===== config.mk =====
export PLATFORM = sky130hd
export DESIGN_NAME = mem_port_arbiter
export DESIGN_NICKNAME = d
export VERILOG_FILES = /design/src/rtl/mips_core_pkg.sv /design/src/rtl/mem_arb_picker.sv /design/src/rtl/mem_port_arbiter.sv
export SDC_FILE = /design/constraint.sdc
export NUM_CORES = 1
export LEC_CHECK = 0
export ABC_CLOCK_PERIOD_IN_PS = 1700
export BUFFER_PORTS_ARGS = -buffer_cell sky130_fd_sc_hd__buf_2
export CELL_PAD_IN_SITES_DETAIL_PLACEMENT = 1
export CELL_PAD_IN_SITES_GLOBAL_PLACEMENT = 2
export CORE_MARGIN = 1
export CORE_UTILIZATION = 17
export DETAILED_ROUTE_END_ITERATION = 6
export GPL_TIMING_DRIVEN = 0
export PLACE_DENSITY = 0.72
export SETUP_SLACK_MARGIN = 0.02
export SYNTH_ARGS = -nofsm -noshare
export SYNTH_HDL_FRONTEND = slang
export SYNTH_HIERARCHICAL = 1
export SYNTH_SLANG_ARGS = --single-unit

===== constraint.sdc =====
create_clock -name clk -period 1.7 [get_ports clk]
set_input_delay 0.255 -clock clk [delete_from_list [all_inputs] [get_ports clk]]
set_output_delay 0.255 -clock clk [all_outputs]
set_load 0.05 [all_outputs]

===== src/rtl/mips_core_pkg.sv =====
// mips_core_pkg: shared state/owner types and line size for the memory port arbiter.
package mips_core_pkg;
    typedef enum logic [2:0] {IDLE, ADDR, RD_DATA, WR_DATA, WR_ACK} mem_arb_state_t;
    typedef enum logic {OWNER_I, OWNER_D} mem_arb_owner_t;
    localparam int MEM_ARB_LINE_WORDS = 4;
endpackage


===== src/rtl/mem_arb_picker.sv =====
// mem_arb_picker: picks the i-cache or d-cache requester.
// MEM_ARB_RR_EN selects round-robin; otherwise fixed priority with D over I.
module mem_arb_picker
    import mips_core_pkg::*;
(
    input  logic i_req_valid,
    input  logic d_req_valid,
    input  logic rr_last,
    output logic grant_i,
    output logic grant_d
);
`ifdef MEM_ARB_RR_EN
    // On a tie the requester that did not win last time goes first
    assign grant_d = d_req_valid & (~i_req_valid | (rr_last == OWNER_I));
    assign grant_i = i_req_valid & (~d_req_valid | (rr_last == OWNER_D));
`else
    logic w_unused;
    assign w_unused = rr_last;
    assign grant_d  = d_req_valid;
    assign grant_i  = i_req_valid & ~d_req_valid;
`endif
endmodule


===== src/rtl/mem_port_arbiter.sv =====
// mem_port_arbiter: shares one burst memory port between i-cache refills and d-cache refill/writeback.
// Define MEM_ARB_RR_EN for round-robin arbitration; default is fixed priority (D over I).
module mem_port_arbiter
    import mips_core_pkg::*;
#(
    parameter int ADDR_WIDTH = 26,
    parameter int DATA_WIDTH = 32,
    parameter int LINE_WORDS = MEM_ARB_LINE_WORDS
) (
    input  logic                  clk,
    input  logic                  rst_n,
    input  logic                  i_req_valid,
    input  logic [ADDR_WIDTH-1:0] i_req_addr,
    output logic                  i_req_ready,
    output logic                  i_resp_valid,
    output logic                  i_resp_last,
    input  logic                  d_req_valid,
    input  logic                  d_req_write,
    input  logic [ADDR_WIDTH-1:0] d_req_addr,
    output logic                  d_req_ready,
    input  logic [DATA_WIDTH-1:0] d_wdata,
    input  logic                  d_wdata_valid,
    output logic                  d_wdata_ready,
    output logic                  d_resp_valid,
    output logic                  d_resp_last,
    output logic                  d_wr_done,
    output logic [DATA_WIDTH-1:0] resp_data,
    output logic                  mem_req_valid,
    output logic                  mem_req_write,
    output logic [ADDR_WIDTH-1:0] mem_req_addr,
    input  logic                  mem_req_ready,
    output logic [DATA_WIDTH-1:0] mem_wdata,
    output logic                  mem_wdata_valid,
    input  logic                  mem_wdata_ready,
    input  logic [DATA_WIDTH-1:0] mem_rdata,
    input  logic                  mem_rdata_valid,
    input  logic                  mem_write_done
);
    localparam int CW = $clog2(LINE_WORDS);

    mem_arb_state_t  r_state;
    mem_arb_owner_t  r_owner;
    mem_arb_owner_t  r_rr_last;
    logic [CW-1:0]   r_beat_cnt;
    logic [ADDR_WIDTH-1:0] r_addr;
    logic            r_write;
    logic            r_wr_done;

    logic w_grant_i, w_grant_d, w_idle, w_rd, w_wr, w_rbeat, w_wbeat, w_last;

    mem_arb_picker u_picker (
        .i_req_valid(i_req_valid),
        .d_req_valid(d_req_valid),
        .rr_last    (r_rr_last),
        .grant_i    (w_grant_i),
        .grant_d    (w_grant_d)
    );

    assign w_idle  = r_state == IDLE;
    assign w_rd    = r_state == RD_DATA;
    assign w_wr    = r_state == WR_DATA;
    assign w_rbeat = w_rd & mem_rdata_valid;
    assign w_wbeat = w_wr & d_wdata_valid & mem_wdata_ready;
    assign w_last  = r_beat_cnt == CW'(LINE_WORDS - 1);

    assign i_req_ready     = w_idle & w_grant_i;
    assign d_req_ready     = w_idle & w_grant_d;
    assign i_resp_valid    = w_rbeat & (r_owner == OWNER_I);
    assign d_resp_valid    = w_rbeat & (r_owner == OWNER_D);
    assign i_resp_last     = i_resp_valid & w_last;
    assign d_resp_last     = d_resp_valid & w_last;
    assign resp_data       = w_rd ? mem_rdata : '0;
    assign mem_req_valid   = r_state == ADDR;
    assign mem_req_write   = mem_req_valid & r_write;
    assign mem_req_addr    = mem_req_valid ? r_addr : '0;
    assign mem_wdata       = w_wr ? d_wdata : '0;
    assign mem_wdata_valid = w_wr & d_wdata_valid;
    assign d_wdata_ready   = w_wr & mem_wdata_ready;
    assign d_wr_done       = r_wr_done;

    always_ff @(posedge clk or negedge rst_n) begin
        if (!rst_n) begin
            r_state    <= IDLE;
            r_owner    <= OWNER_D;
            r_rr_last  <= OWNER_I;
            r_beat_cnt <= '0;
            r_addr     <= '0;
            r_write    <= 1'b0;
            r_wr_done  <= 1'b0;
        end else begin
            r_wr_done <= (r_state == WR_ACK) & mem_write_done;
            case (r_state)
                IDLE: if (w_grant_i | w_grant_d) begin
                    r_addr     <= w_grant_d ? d_req_addr : i_req_addr;
                    r_write    <= w_grant_d & d_req_write;
                    r_owner    <= w_grant_d ? OWNER_D : OWNER_I;
                    r_rr_last  <= w_grant_d ? OWNER_D : OWNER_I;
                    r_beat_cnt <= '0;
                    r_state    <= ADDR;
                end
                ADDR: if (mem_req_ready) r_state <= r_write ? WR_DATA : RD_DATA;
                RD_DATA: if (w_rbeat) begin
                    r_beat_cnt <= r_beat_cnt + 1'b1;
                    if (w_last) r_state <= IDLE;
                end
                WR_DATA: if (w_wbeat) begin
                    r_beat_cnt <= r_beat_cnt + 1'b1;
                    if (w_last) r_state <= WR_ACK;
                end
                WR_ACK: if (mem_write_done) r_state <= IDLE;
                default: r_state <= IDLE;
            endcase
        end
    end

    // Stray memory handshakes are dropped by the FSM; flag them in simulation
    a_rdata_in_burst: assert property (@(posedge clk) disable iff (!rst_n)
        mem_rdata_valid |-> w_rd)
        else $warning("mem_rdata_valid ignored outside a read burst");
    a_done_in_ack: assert property (@(posedge clk) disable iff (!rst_n)
        mem_write_done |-> (r_state == WR_ACK))
        else $warning("mem_write_done ignored outside write acknowledge");
endmodule


==> Word level (Yosys, flattened, before mapping) <==
Cells that the tools add are included.
{ "word_totals": {"mem_bits_ro": 0, "latch_bits": 0, "word_cells": 59, "out_inout_bits": 101, "ramBits": 0, "inputBits": 126, "mem_count": 0, "register_bits": 34} }
{ "op_classes": {"n_mul": 0, "n_reduce_logical": 5, "div_mod_pow": 0, "muxes": 18, "n_lt_le_gt_ge": 0, "n_addsub": 1, "eq_ne": 12, "bitwise_logic": 17, "shift": 0} }
{ "op_table": {"columns": ["op", "count"], "rows": [
  ["32-bit 2-to-1 mux", 2],
  ["26-bit 2-to-1 mux", 2],
  ["3-bit 2-to-1 mux", 7],
  ["3-bit one-hot mux with 5 select lines", 1],
  ["1-bit AND", 14],
  ["2-bit by 1-bit inequality test with 1-bit output (second input constant)", 6],
  ["7-bit AND reduction", 1],
  ["3-bit by 2-bit equality test with 1-bit output (second input constant)", 2],
  ["2-bit 2-to-1 mux", 3],
  ["2-bit one-hot mux with 3 select lines", 1],
  ["4-bit AND reduction", 1],
  ["3-bit by 1-bit equality test with 1-bit output (second input constant)", 1],
  ["3-bit equality test (second input constant)", 1],
  ["3-bit zero test", 1],
  ["3-bit nonzero test", 1],
  ["2-bit by 1-bit adder with 2-bit output (second input constant)", 1],
  ["2-bit equality test (second input constant)", 1],
  ["1-bit 2-to-1 mux", 2],
  ["2-bit inequality test (second input constant)", 1],
  ["1-bit inverter", 2],
  ["2-bit AND reduction", 1],
  ["1-bit OR", 1]
]} }

==> Longest topological paths before layout <==
Gate-level depths: netlist of the first run.
{ "depth": {"depth_word": 5, "ltp_mapped": 6, "depth_no_buf": 4} }

==> By module <==
Netlist of the first run, hierarchy kept.
{ "modules_own_cells": {"columns": ["mod", "cells_each", "n_inst", "area_per_inst_um2"], "rows": [
  ["mem_port_arbiter", 246, 1, 2444.8],
  ["mem_arb_picker", 2, 1, 21.3]
]} }

==> Worst setup path before layout of the first run <==
OpenSTA, ideal clock, no wires.
{ "synth_timing": {"kind": "register -> register", "from": "reg r_state[2]", "to": "reg r_write", "arrival_ps": 2667, "setup_time_ps": 83, "setup_slack_ps": -1049, "synth_period_minus_slack_ps": 2749, "stages_incl_launch_ff": 5, "t_required_ps": 1617, "path_buffers": 1, "path_cell_list": "dfrtp_1 > clkbuf_1 > nor4b_1 > nand2_1 > o21ai_0"} }
{ "synth_via": {"elab_chain_len": 2} }
{ "synth_lines": {"columns": ["element", "line_no", "text"], "rows": [
  ["start, declared", "mem_port_arbiter.sv:41", "mem_arb_state_t r_state;"],
  ["start signal, assigned", "mem_port_arbiter.sv:101", "ADDR: if (mem_req_ready) r_state <= r_write ? WR_DATA : RD_DATA;"],
  ["3-bit zero test", null, null],
  ["2-bit AND reduction (no line)", null, null],
  ["end signal, assigned", "mem_port_arbiter.sv:95", "r_write <= w_grant_d & d_req_write;"],
  ["end, declared", "mem_port_arbiter.sv:46", "logic r_write;"]
]} }
Every way passes these cells.
A chain may end at the register's enable or synchronous reset.

==> Worst setup path after layout of the first run <==
{ "layout_timing": {"from": "reg r_state[0]", "to": "out d_resp_last"} }
{ "layout_via": {"elab_chain_len": 4} }
{ "layout_lines": {"columns": ["element", "line_no", "text"], "rows": [
  ["3-bit by 2-bit equality test with 1-bit output", "mem_port_arbiter.sv:60", "assign w_rd = r_state == RD_DATA;"],
  ["1-bit AND", "mem_port_arbiter.sv:62", "assign w_rbeat = w_rd & mem_rdata_valid;"],
  ["1-bit AND", "mem_port_arbiter.sv:69", "assign d_resp_valid = w_rbeat & (r_owner == OWNER_D);"],
  ["1-bit AND", "mem_port_arbiter.sv:71", "assign d_resp_last = d_resp_valid & w_last;"],
  ["end, declared", "mem_port_arbiter.sv:25", "output logic d_resp_last,"]
]} }
Every way passes these cells.

==> key figures, run 1 <==
Synth
  – Cell Area, Synth: 0.00243 mm²
  – Syn. warnings: 6
  – Synth Net Count: 373
  – Syn avg cell area: 9.89 µm²
  – Syn Inst Count: 246

Layout
  – Share of layout cells above drive strength 1: 86.2%
  – Area growth syn-to-layout: 120%
  – Fin nets: 625
  – Fin util: 38.4%
  – Fillers: 1564
  – Diode count: 0

Global route
  – Largest net degree at the start of global routing: 35
  – All-layer global routing usage: 12.9%
  – First-pass GRT wire length: 15000 µm
  – Vias in the first global route: 3035
  – Initial antenna violation count: 0
  – Grt ovf: 0

Power
  – Reg power frac: 13.6%
  – Switching share of power: 46.0%
  – Combinational share of power: 76.4%
  – Power per cell area: 2000 mW/mm²
  – Peak supply drop: 0.958 mV
  – Clk pwr share: 10.0%
  – Pint: 0.00577 W
  – LEAKAGE: 2.63 nW
  – Total net switching power: 0.00492 W

Timing
  – Final-report setup violation count: 118
  – Max-slew violations: 0
  – Clock Skew: 6.03 ps
  – Period utilization: 111%
  – Fin crit period: 1890 ps
  – RSZ-0062 raised after global routing: yes
  – Worst-Margin Slew: 780 ps
  – Worst Slack Setup Final: -189 ps
  – Max Fclk: 529 MHz
  – Slew HR: 48.0%
  – Final Hold Viols: 0

Clock tree
  – CTS H-tree depth: 2
  – Cts hold-fix bufs: 0
  – Clock transition at path regs: 60 ps
  – Sink Count: 34
  – Clk_lat worst skew: 280 ps
  – Num CTS Buffers: 5
  – CTS tree: done
  – Root Driver: clkbuf_16
  – Clock tree buffer depth: 2

Detailed routing
  – Drt wl/cell: 14.6 µm
  – Initial drt markers: 49
  – Post-route ant nets: 0
  – Residual DRC count: 0
  – Pre-antenna DRT Iters: 4
  – Via density per instance: 4.06
  – Via count: 2756
  – Total detailed-routing wirelength: 9900 µm

Worst setup path
  – R2R Setup Slk: -180 ps
  – CP Capture Type: primary output
  – Crit-path max FO: 7
  – Critical Path AT: 1630 ps
  – Critical Setup Path Class: reg -> out
  – CP Data Required Time: 1440 ps
  – Most used cell along the critical path: buf_6
  – Max stage delay cell, worst path: dfrtp_1
  – R2R Path End: r_addr[21]
  – Worst stage delay on the critical path: 420 ps
  – Crit-path cells: buf_6 -> nor3b_4 -> buf_6 -> and3_4 -> and2_4 -> buf_8
  – Critical Path Start Type: register
  – Critical R2R Launch: r_state[1]
  – R2R depth: 6

Placement
  – Pre-CTS setup slack: -417 ps
  – GP Congestion: 0.726
  – Placed wire-length estimate: 7290 µm
  – Port buffer count: 226

Die
  – Row count: 43
  – Initial core utilization: 17.5%
  – IO Pins: 227
  – Core region area: 0.0139 mm²
  – Die width: 122 µm
  – Die Area: 0.0148 mm²
  – DIE HEIGHT: 122 µm

Flow run
  – Max-cap viol count: 0

Status
  – Outcome: finished, violations left
  – Failing checks: setup timing

Min path
  – Worst hold path class: in -> async
final cells by class:
type | count | area (µm²) | area share [%]
Buffer | 18 | 190 | 3.55
Clock buffer | 7 | 143 | 2.66
Clock inverter | 1 | 30.0 | 0.561
Inverter | 4 | 15.0 | 0.280
Multi-Input combinational cell | 189 | 1730 | 32.4
Sequential cell | 34 | 853 | 15.9
Tap cell | 180 | 225 | 4.20
Timing Repair Buffer | 246 | 2170 | 40.4
worst max-delay path, delay by kind of cell, from the launching register on:
kind | cells | cell delay (ps)
flip-flops | 1 | 420
buffers and inverters | 3 | 450
AND/OR/NAND/NOR | 3 | 490
registers in the layout, summed over array words and instances (netlist names):
register and flops:
r_addr 26, r_owner 1, d_wr_done 1, r_beat_cnt 2
r_write 1, r_state 3
power by group through the flow:
stage | combinational [W] | clock, W | sequential, W
after floorplan | 0.00436 | 0 | 0.00136
after global placement | 0.00550 | 0 | 0.00140
after detailed placement | 0.00556 | 0 | 0.00143
after CTS | 0.00784 | 0.00110 | 0.00144
after global routing | 0.00855 | 0.00113 | 0.00151
final | 0.00817 | 0.00107 | 0.00145
stage by stage:
step                hold slack [ps]  cell area, µm²  std cells  setup TNS (ps)  power, W
floorplan                     -40.6            2570        246           -27.4   0.00572
finish                         56.3            5360        679          -16700    0.0107
global route                    131            5360        679          -24900    0.0112
global placement                372            3920        652          -24970   0.00690
CTS                            98.5            5210        674          -17940    0.0104
detailed placement              395            3920        652          -28130   0.00699
layer usage:
layer | GRT usage [%] | vias up | wire, µm
met4 | 3.47 | 0 | 116
met5 | 0 | - | 0
met3 | 2.06 | 9 | 500
li1 | - | 1324 | -
met2 | 25.3 | 107 | 5630
met1 | 14.0 | 1316 | 3650
layout by cell type, fill, tap and decap left out, types with 2 or more instances in the layout:
cell         n
and3_1       2
dfrtp_1     32
a21oi_1      2
nor3_1       3
clkbuf_16    5
nand2b_1     3
buf_2      130
nand3_1      2
nand2_1      2
and2_2      40
buf_4       12
and2_4      53
buf_8       63
mux2_2      52
nor3b_4      3
a21boi_0     2
buf_6       57
nor2b_1      3
inv_1        4
o21ai_0      3
clkbuf_8     3
repair_timing:
item	in CTS	in global routing
resized for setup	318	47
endpoints found under the setup margin	120	129
cloned	2	0
pin swaps	34	8
buffers inserted	13	5
how the worst max path moves through the flow:
stage	endpoint	slack, ps	cells after the start	startpoint
after floorplan	i_resp_last	-30	4	r_state[0]
after global placement	mem_req_addr[14]	-410	4	r_state[2]
after detailed placement	mem_req_addr[14]	-420	4	r_state[2]
after CTS	d_resp_last	-190	6	r_state[0]
after global routing	r_addr[22]	-260	6	r_state[1]
final	d_resp_last	-190	6	r_state[0]
Note: power is estimated with default switching activity, not from simulation.
==> inputs of run 2 (changes only) <==
Settings changed: ABC_CLOCK_PERIOD_IN_PS 1700 to 1800, CORE_MARGIN 1 to default, CORE_UTILIZATION 17 to 19, PLACE_DENSITY 0.72 to 0.77.
Clock period 1.7 ns to 1.8 ns, I/O delays scaled along.
==> key figures, run 2 (synthesized netlist as in run 1, its figures left out) <==
Clock tree
  – Clock transition at path regs: 50 ps
  – Clock tree buffer depth: 2
  – Sink Count: 34
  – CTS H-tree depth: 2
  – Num CTS Buffers: 5
  – Root Driver: clkbuf_16
  – Clk_lat worst skew: 270 ps
  – CTS tree: done
  – Cts hold-fix bufs: 0

Die
  – Initial core utilization: 19.8%
  – Core region area: 0.0123 mm²
  – Die Area: 0.0133 mm²
  – Die width: 115 µm
  – IO Pins: 227
  – DIE HEIGHT: 115 µm
  – Row count: 40

Worst setup path
  – Crit-path cells: buf_6 -> nor3b_4 -> buf_6 -> clkbuf_16 -> and2_4 -> buf_8
  – R2R Path End: r_addr[1]
  – R2R Setup Slk: -20 ps
  – Worst stage delay on the critical path: 430 ps
  – Critical R2R Launch: r_state[1]
  – CP top delay family: buffers and inverters
  – Crit-path max FO: 6
  – Max stage delay cell, worst path: dfrtp_2
  – CP Data Required Time: 1530 ps
  – R2R depth: 5
  – CP Capture Type: primary output
  – Critical Setup Path Class: reg -> out
  – Critical Path AT: 1690 ps
  – Critical Path Start Type: register
  – Most used cell along the critical path: buf_6
  – CP Buf/Inv Count: 4

Placement
  – GP Congestion: 0.817
  – DP Area: 0.00384 mm²
  – Placed wire-length estimate: 7310 µm
  – Pre-CTS setup slack: -433 ps
  – Placed cell count: 640
  – Port buffer count: 226

Layout
  – Fin nets: 630
  – Fillers: 1359
  – Sequential Area: 856 µm²
  – Multi-input gate area: 0.00174 mm²
  – Area growth syn-to-layout: 125%
  – Most frequent cells in the layout: 131 x buf_2, 89 x buf_8, 75 x and2_4
  – Biggest regs: r_addr (26), r_state (3), r_beat_cnt (2)
  – Most common cell after layout, fill and taps aside: buf_2
  – Share of layout cells above drive strength 1: 85.7%
  – Non-Filler Instances: 671
  – Most flops, register: r_addr
  – Number of flip-flops in the largest register: 26
  – Design area: 0.00546 mm²
  – Diode count: 0
  – Fin util: 44.6%

Min path
  – Worst hold path class: in -> async

Detailed routing
  – Initial drt markers: 40
  – Pre-antenna DRT Iters: 4
  – Via count: 2807
  – Via density per instance: 4.18
  – Residual DRC count: 0
  – Drt wl/cell: 15.7 µm
  – Post-route ant nets: 0
  – Total detailed-routing wirelength: 10500 µm

Global route
  – All-layer global routing usage: 15.3%
  – Vias in the first global route: 3063
  – First-pass GRT wire length: 15600 µm
  – Largest net degree at the start of global routing: 35
  – Grt ovf: 0
  – Initial antenna violation count: 0

Timing
  – RSZ-0062 raised after global routing: yes
  – Slew HR: 47.0%
  – Fin crit period: 1960 ps
  – Max-slew violations: 0
  – Final-report setup violation count: 94
  – Worst-Margin Slew: 795 ps
  – Max Fclk: 509 MHz
  – Period utilization: 109%
  – Worst Slack Setup Final: -163 ps
  – Post-route setup TNS: -7620 ps
  – Final Hold Viols: 0
  – Clock Skew: 3.18 ps

Flow run
  – Max-cap viol count: 0

Power
  – LEAKAGE: 2.67 nW
  – Power per cell area: 1890 mW/mm²
  – Peak supply drop: 0.908 mV

Status
  – Outcome: finished, violations left
  – Failing checks: setup timing
-- run 2: layout make-up --
type	count	area share (%)
Clock buffer	5	2.29
Multi-Input combinational cell	190	31.8
Timing Repair Buffer	250	42.3
Sequential cell	34	15.7
Clock inverter	2	0.183
Buffer	18	3.71
Tap cell	168	3.85
Inverter	4	0.275
-- run 2: worst max-delay path by stage --
stage               slack, ps  depth (start not counted)  startpoint               end
floorplan                -120                          4  r_state[0]       i_resp_last
global placement         -390                          4  r_state[1]  mem_req_addr[15]
detailed placement       -430                          4  r_state[1]  mem_req_addr[15]
CTS                      -110                          6  r_state[0]     resp_data[11]
global route             -210                          6  r_state[0]      resp_data[6]
finish                   -160                          6  r_state[1]     resp_data[11]
-- run 2: power breakdown --
group | switching, W | internal [W] | leakage [nW]
Sequential | 0.000232 | 0.00115 | 0.403
Combinational | 0.00422 | 0.00391 | 2.20
Clock | 0.000305 | 0.000499 | 0.0694
-- run 2: routing by layer --
metal	share of wire [%]	wire, µm	track usage, %
met4	1.3	133	3.72
met3	6.6	694	3.27
met1	38	4050	17.0
met5	0	0	0
met2	54	5670	29.4
-- run 2: timing repair --
| action | in CTS | in global routing |
|---|---|---|
| setup buffers | 16 | 3 |
| gates resized for setup | 326 | 94 |
| gates cloned | 5 | 1 |
| pin swaps | 40 | 20 |
| endpoints found under the setup margin | 118 | 120 |
-- run 2: metrics by stage --
stage               hold slack (ps)  total power (W)
floorplan                     -25.6          0.00529
global placement                401          0.00643
detailed placement              415          0.00654
CTS                             123          0.00970
global route                    156           0.0108
finish                         82.2           0.0103
